File: config.mk
export PLATFORM = sky130hd
export DESIGN_NAME = instruction_fetch
export DESIGN_NICKNAME = d
export VERILOG_FILES = /design/src/rtl/instruction_fetch.sv
export SDC_FILE = /design/constraint.sdc
export NUM_CORES = 1
export LEC_CHECK = 0
export CAP_MARGIN = 20
export CORE_MARGIN = 1.5
export CORE_UTILIZATION = 41
export CTS_CLUSTER_SIZE = 40
export DETAILED_ROUTE_END_ITERATION = 10
export GPL_TIMING_DRIVEN = 0
export PLACE_DENSITY = 0.79
export SETUP_SLACK_MARGIN = 0.1
export SYNTH_ARGS = -nofsm -noshare
export SYNTH_HDL_FRONTEND = slang
export SYNTH_SLANG_ARGS = --single-unit
File: constraint.sdc
create_clock -name clock -period 1.6 [get_ports clock]
set_input_delay 0.24 -clock clock [delete_from_list [all_inputs] [get_ports clock]]
set_output_delay 0.24 -clock clock [all_outputs]
set_load 0.03 [all_outputs]
File: src/rtl/instruction_fetch.sv
// Fetch stage: owns the PC, reads one or two words per instruction over a
// req/ack port and hands {op, operand, imm} to the decoder on valid/ready.
module instruction_fetch #(
   parameter int unsigned        w          = 8,
   parameter int unsigned        op_w       = 3,
   parameter int unsigned        addr_w     = 8,
   parameter logic [addr_w-1:0]  reset_addr = '0
) (
   input  logic                clock,
   input  logic                reset_n,
   output logic                mem_req,
   output logic [addr_w-1:0]   mem_addr,
   input  logic                mem_ack,
   input  logic [w-1:0]        mem_data,
   output logic [op_w-1:0]     op,
   output logic [w-op_w-1:0]   operand,
   output logic [w-1:0]        imm,
   output logic                out_valid,
   input  logic                out_ready,
   input  logic                jump_en,
   input  logic [addr_w-1:0]   jump_addr,
   output logic                halted
);

   typedef enum logic [1:0] {
      FETCH_OP,
      FETCH_IMM,
      PRESENT,
      HALTED
   } state_t;

   localparam logic [op_w-1:0] OP_HALT = op_w'(1);
   localparam logic [op_w-1:0] OP_SET  = op_w'(2);
   localparam logic [op_w-1:0] OP_ADDV = op_w'(5);
   localparam logic [op_w-1:0] OP_SUBV = op_w'(7);

   state_t              state_q, state_d;
   logic [addr_w-1:0]   pc_q, pc_d;
   logic [addr_w-1:0]   hold_q, hold_d;
   logic                drop_q, drop_d;
   logic [op_w-1:0]     op_q, op_d;
   logic [w-op_w-1:0]   operand_q, operand_d;
   logic [w-1:0]        imm_q, imm_d;
   logic                req_c;
   logic [op_w-1:0]     rd_op;
   logic                two_word;

   assign rd_op    = mem_data[w-1 -: op_w];
   assign two_word = (rd_op == OP_SET) || (rd_op == OP_ADDV) ||
                     (rd_op == OP_SUBV);

   // Reset is synchronous, but an abandoned request must drop at once.
   assign mem_req = reset_n & req_c;
   assign op      = op_q;
   assign operand = operand_q;
   assign imm     = imm_q;

   always_ff @(posedge clock) begin
      if (!reset_n) begin
         state_q   <= FETCH_OP;
         pc_q      <= reset_addr;
         hold_q    <= '0;
         drop_q    <= 1'b0;
         op_q      <= '0;
         operand_q <= '0;
         imm_q     <= '0;
      end else begin
         state_q   <= state_d;
         pc_q      <= pc_d;
         hold_q    <= hold_d;
         drop_q    <= drop_d;
         op_q      <= op_d;
         operand_q <= operand_d;
         imm_q     <= imm_d;
      end
   end

   always_comb begin
      state_d   = state_q;
      pc_d      = pc_q;
      hold_d    = hold_q;
      drop_d    = drop_q;
      op_d      = op_q;
      operand_d = operand_q;
      imm_d     = imm_q;
      req_c     = 1'b0;
      mem_addr  = pc_q;
      out_valid = 1'b0;
      halted    = 1'b0;

      unique case (state_q)
         FETCH_OP, FETCH_IMM: begin
            req_c = 1'b1;
            if (drop_q) begin
               // Redirected while waiting: keep the old address until ack.
               mem_addr = hold_q;
               if (jump_en) begin
                  pc_d = jump_addr;
               end
               if (mem_ack) begin
                  drop_d  = 1'b0;
                  state_d = FETCH_OP;
               end
            end else if (jump_en) begin
               pc_d    = jump_addr;
               state_d = FETCH_OP;
               if (!mem_ack) begin
                  drop_d = 1'b1;
                  hold_d = pc_q;
               end
            end else if (mem_ack) begin
               pc_d = pc_q + addr_w'(1);
               if (state_q == FETCH_IMM) begin
                  imm_d   = mem_data;
                  state_d = PRESENT;
               end else begin
                  op_d      = rd_op;
                  operand_d = mem_data[w-op_w-1:0];
                  if (two_word) begin
                     state_d = FETCH_IMM;
                  end else begin
                     imm_d   = '0;
                     state_d = PRESENT;
                  end
               end
            end
         end

         PRESENT: begin
            out_valid = 1'b1;
            if (out_ready) begin
               if (op_q == OP_HALT) begin
                  state_d = HALTED;
               end else begin
                  state_d = FETCH_OP;
                  if (jump_en) begin
                     pc_d = jump_addr;
                  end
               end
            end else if (jump_en) begin
               pc_d    = jump_addr;
               state_d = FETCH_OP;
            end
         end

         HALTED: begin
            halted = 1'b1;
         end

         default: begin
            state_d = FETCH_OP;
         end
      endcase
   end

endmodule
==> impl_metrics.json <==
{
  "htreeDepth": 2,
  "dr.first_iter.drc_count": 123,
  "p_sw_share_pct": 30.24,
  "yosysTopAreaCell": "dfxtp_1",
  "hold_viol": 0,
  "end_kind": "register",
  "die_h_um": 67.26,
  "ir_worst_vdd_mv": 0.5014,
  "final_util_pct": 71.68,
  "clock_power_share_pct": 32.2,
  "fin_area_um2": 2846,
  "violations": "negative setup slack",
  "post-place-cells": 310,
  "cts.clk_slew.worst_paths_ns": 0.07,
  "synth-seq-cells": 35,
  "power_uw": 2558,
  "rsz0062_at_grt": "yes",
  "drt_first_pass_iters": 4,
  "synth_top_area_share_pct": 41.39,
  "synth_fa_ha_area_share_pct": 0.7391,
  "leakagePower_uw": 0.001162,
  "cp.arrival_ns": 2.01,
  "final-instance-count-excl-fill": 336,
  "synth_area_leaders": "dfxtp_1, nand2_1, a21oi_1",
  "grt_pass1_wl_mm": 7.810,
  "met1_usage_pct": 28.20,
  "min_period_over_period_pct": 111.5,
  "cp-start-kind": "register",
  "syn_area_um2": 1693,
  "grt_max_degree": 12,
  "antenna_found_initial": 0,
  "synthMuxAreaShare_pct": 6.356,
  "powerDensity_nw_per_um2": 898.7,
  "synth_cells": 213,
  "grt_pass1_vias": 1654,
  "ys_seq_area_share_pct": 41.39,
  "die_area_um2": 4523,
  "wl_mm": 5.340,
  "grt-ovfl-total": 0,
  "drv_slew": 0,
  "crit_type": "reg -> reg",
  "synth_edf_count": 0,
  "status": "complete, but fails checks",
  "drc": 0,
  "ant_nets": 0,
  "rows": 23,
  "clkSinkCount": 35,
  "port_buffers": 47,
  "cts_tree": "built",
  "final_nets": 307,
  "yosys.area_share.simple_pct": 21.51,
  "gp_congestion": 0.8739,
  "worst_pin_slew_ns": 0.6108,
  "async_flop_share_pct": 0,
  "cts_buffers": 5,
  "viasPerCell": 5.485,
  "max_freq_ghz": 0.5607,
  "setup_viol": 29,
  "slew_headroom_pct": 59.28,
  "busiest_layer": "met2",
  "period_needed_ns": 1.783,
  "setup_tns_ns": -2.054,
  "clockBufferDepth": 2,
  "placement.cell_area_um2": 2248,
  "grt.met2_usage_pct": 38.99,
  "power_frac_comb_pct": 29.7,
  "synth_compound_area_share_pct": 25.28,
  "synth.distinct_cells": 40,
  "gr-usage-met3_pct": 7.000,
  "yosys.area_share.xor_xnor_pct": 0,
  "cp_max_fo": 3,
  "clock_latency_ns": 0.29,
  "rrSetupSlack_ns": -0.18,
  "cap_violations": 0,
  "area.growth.synth_to_final_pct": 68.14,
  "holdCritPathClass": "in -> reg",
  "diodes": 0,
  "wire_per_inst_um": 15.89,
  "layout-drive-gt1-share_pct": 39.16,
  "p_int_uw": 1785,
  "die_w_um": 67.26,
  "hold_buffers": 0,
  "start_util_pct": 42.63,
  "seq_power_share_pct": 38.1,
  "dp_hpwl_mm": 3.151,
  "synth_flop_cell": "dfxtp_1",
  "core_um2": 3971,
  "synth_top_family_by_area": "compound AO/OA/AOI/OAI gates",
  "yosys_warnings": 0,
  "p_sw_uw": 773.5,
  "finClkSkew_ns": 0.005434,
  "syn_avg_cell_area_um2": 7.948,
  "finalWorstSetupSlack_ns": -0.1834,
  "track_usage_pct": 23.28,
  "io-pin-count": 48,
  "synth_nets": 235,
  "route.vias.total": 1843,
  "required_ns": 1.83,
  "cts-root-buf": "clkbuf_8"
}
cell type report:
class / instances / area (µm²)
clock buffer: 6 / 82.58
timing repair buffer: 66 / 648.1
buffer: 12 / 88.84
clock inverter: 2 / 35.03
fill: 319 / 1125
tap: 50 / 62.56
multi-input combinational: 159 / 1199
sequential: 35 / 708.2
inverter: 6 / 22.52
flip-flops by register name, indices dropped and copies added, names as in the netlist:
signal,count
operand,5
op,3
hold_q,8
imm,8
pc_q,8
drop_q,1
state_q,2
placed cells by master, fill, tap and decap left out, drive strengths merged, types with 2 or more instances in the layout:
cell type,count
mux2,6
nor2b,2
a22oi,10
dfxtp,35
nand2b,3
nand2,35
mux2i,4
nor2,23
a21oi,25
nand3,3
clkdlybuf4s50,15
o41ai,2
buf,37
nor3,4
o21ai,17
dlygate4sd2,19
a211oi,3
or3,2
clkbuf,11
inv,6
o21a,2
or2,2
synth_stat cells, types with 2 or more instances:
library cell	n
nor3_1	4
a21oi_1	25
dfxtp_1	35
nand2_1	35
nor2_1	23
o41ai_1	2
mux2i_1	4
o21a_1	2
or3_1	2
a22oi_1	10
inv_1	6
nand3_1	3
nand2b_1	3
a211oi_1	2
o21ai_0	17
clkbuf_1	11
mux2_2	6
logic make-up (layout without fill, tap and decap cells):
| family | count (synthesis) | count (layout) |
|---|---|---|
| simple gates | 80 | 80 |
| flops | 35 | 35 |
| fa+ha+maj | 1 | 1 |
| mux | 10 | 10 |
| compound gates | 68 | 68 |
| buf+inv | 19 | 92 |
worst max-delay path, cell delays in order (launching register included):
cell and delay (ns):
dfxtp_2 0.32, buf_6 0.12, nor2b_4 0.13, or2_0 0.25, buf_4 0.15, or4_4 0.41, a221oi_2 0.23, o21a_1 0.13
repair_timing:
action,4_1_cts,5_1_grt
setup buffers,9,9
cloned,1,0
pin swaps,17,18
setup endpoints to repair,61,43
gates resized for setup,144,59
power by group through the flow:
stage,Combinational [µW],Sequential (µW),Clock (µW)
6_report,760,975,823
5_1_grt,806,983,881
4_1_cts,631,971,839
3_5_place_dp,527,986,0
3_3_place_gp,521,985,0
2_1_floorplan,305,1000,0
layer usage:
| layer | routed length (µm) | part of all wire [%] |
|---|---|---|
| met5 | 0 | 0 |
| met4 | 27 | 0.51 |
| met3 | 420 | 7.9 |
| met2 | 2667 | 50 |
| met1 | 2225 | 42 |
final timing paths:
path	end	startpoint	cells past startpoint
worst max register to register	pc_q[5]$_SDFFE_PN0P_	state_q[1]$_SDFFE_PN0P_	7
worst min register to register	hold_q[3]$_SDFFE_PN0P_	hold_q[3]$_SDFFE_PN0P_	2
worst max-delay path	pc_q[5]$_SDFFE_PN0P_	state_q[1]$_SDFFE_PN0P_	7
worst min-delay path	state_q[1]$_SDFFE_PN0P_	jump_en	3
through the flow:
stage                     hold WS [ns]  setup WS, ns
final                           0.3741       -0.1834
after global routing            0.3919       -0.2285
after CTS                       0.3771       -0.2148
after detailed placement        0.4446       -0.7952
after global placement          0.4381       -0.7874
after floorplan                 0.3401       -0.1541
Note: power is estimated with default switching activity, not from simulation.
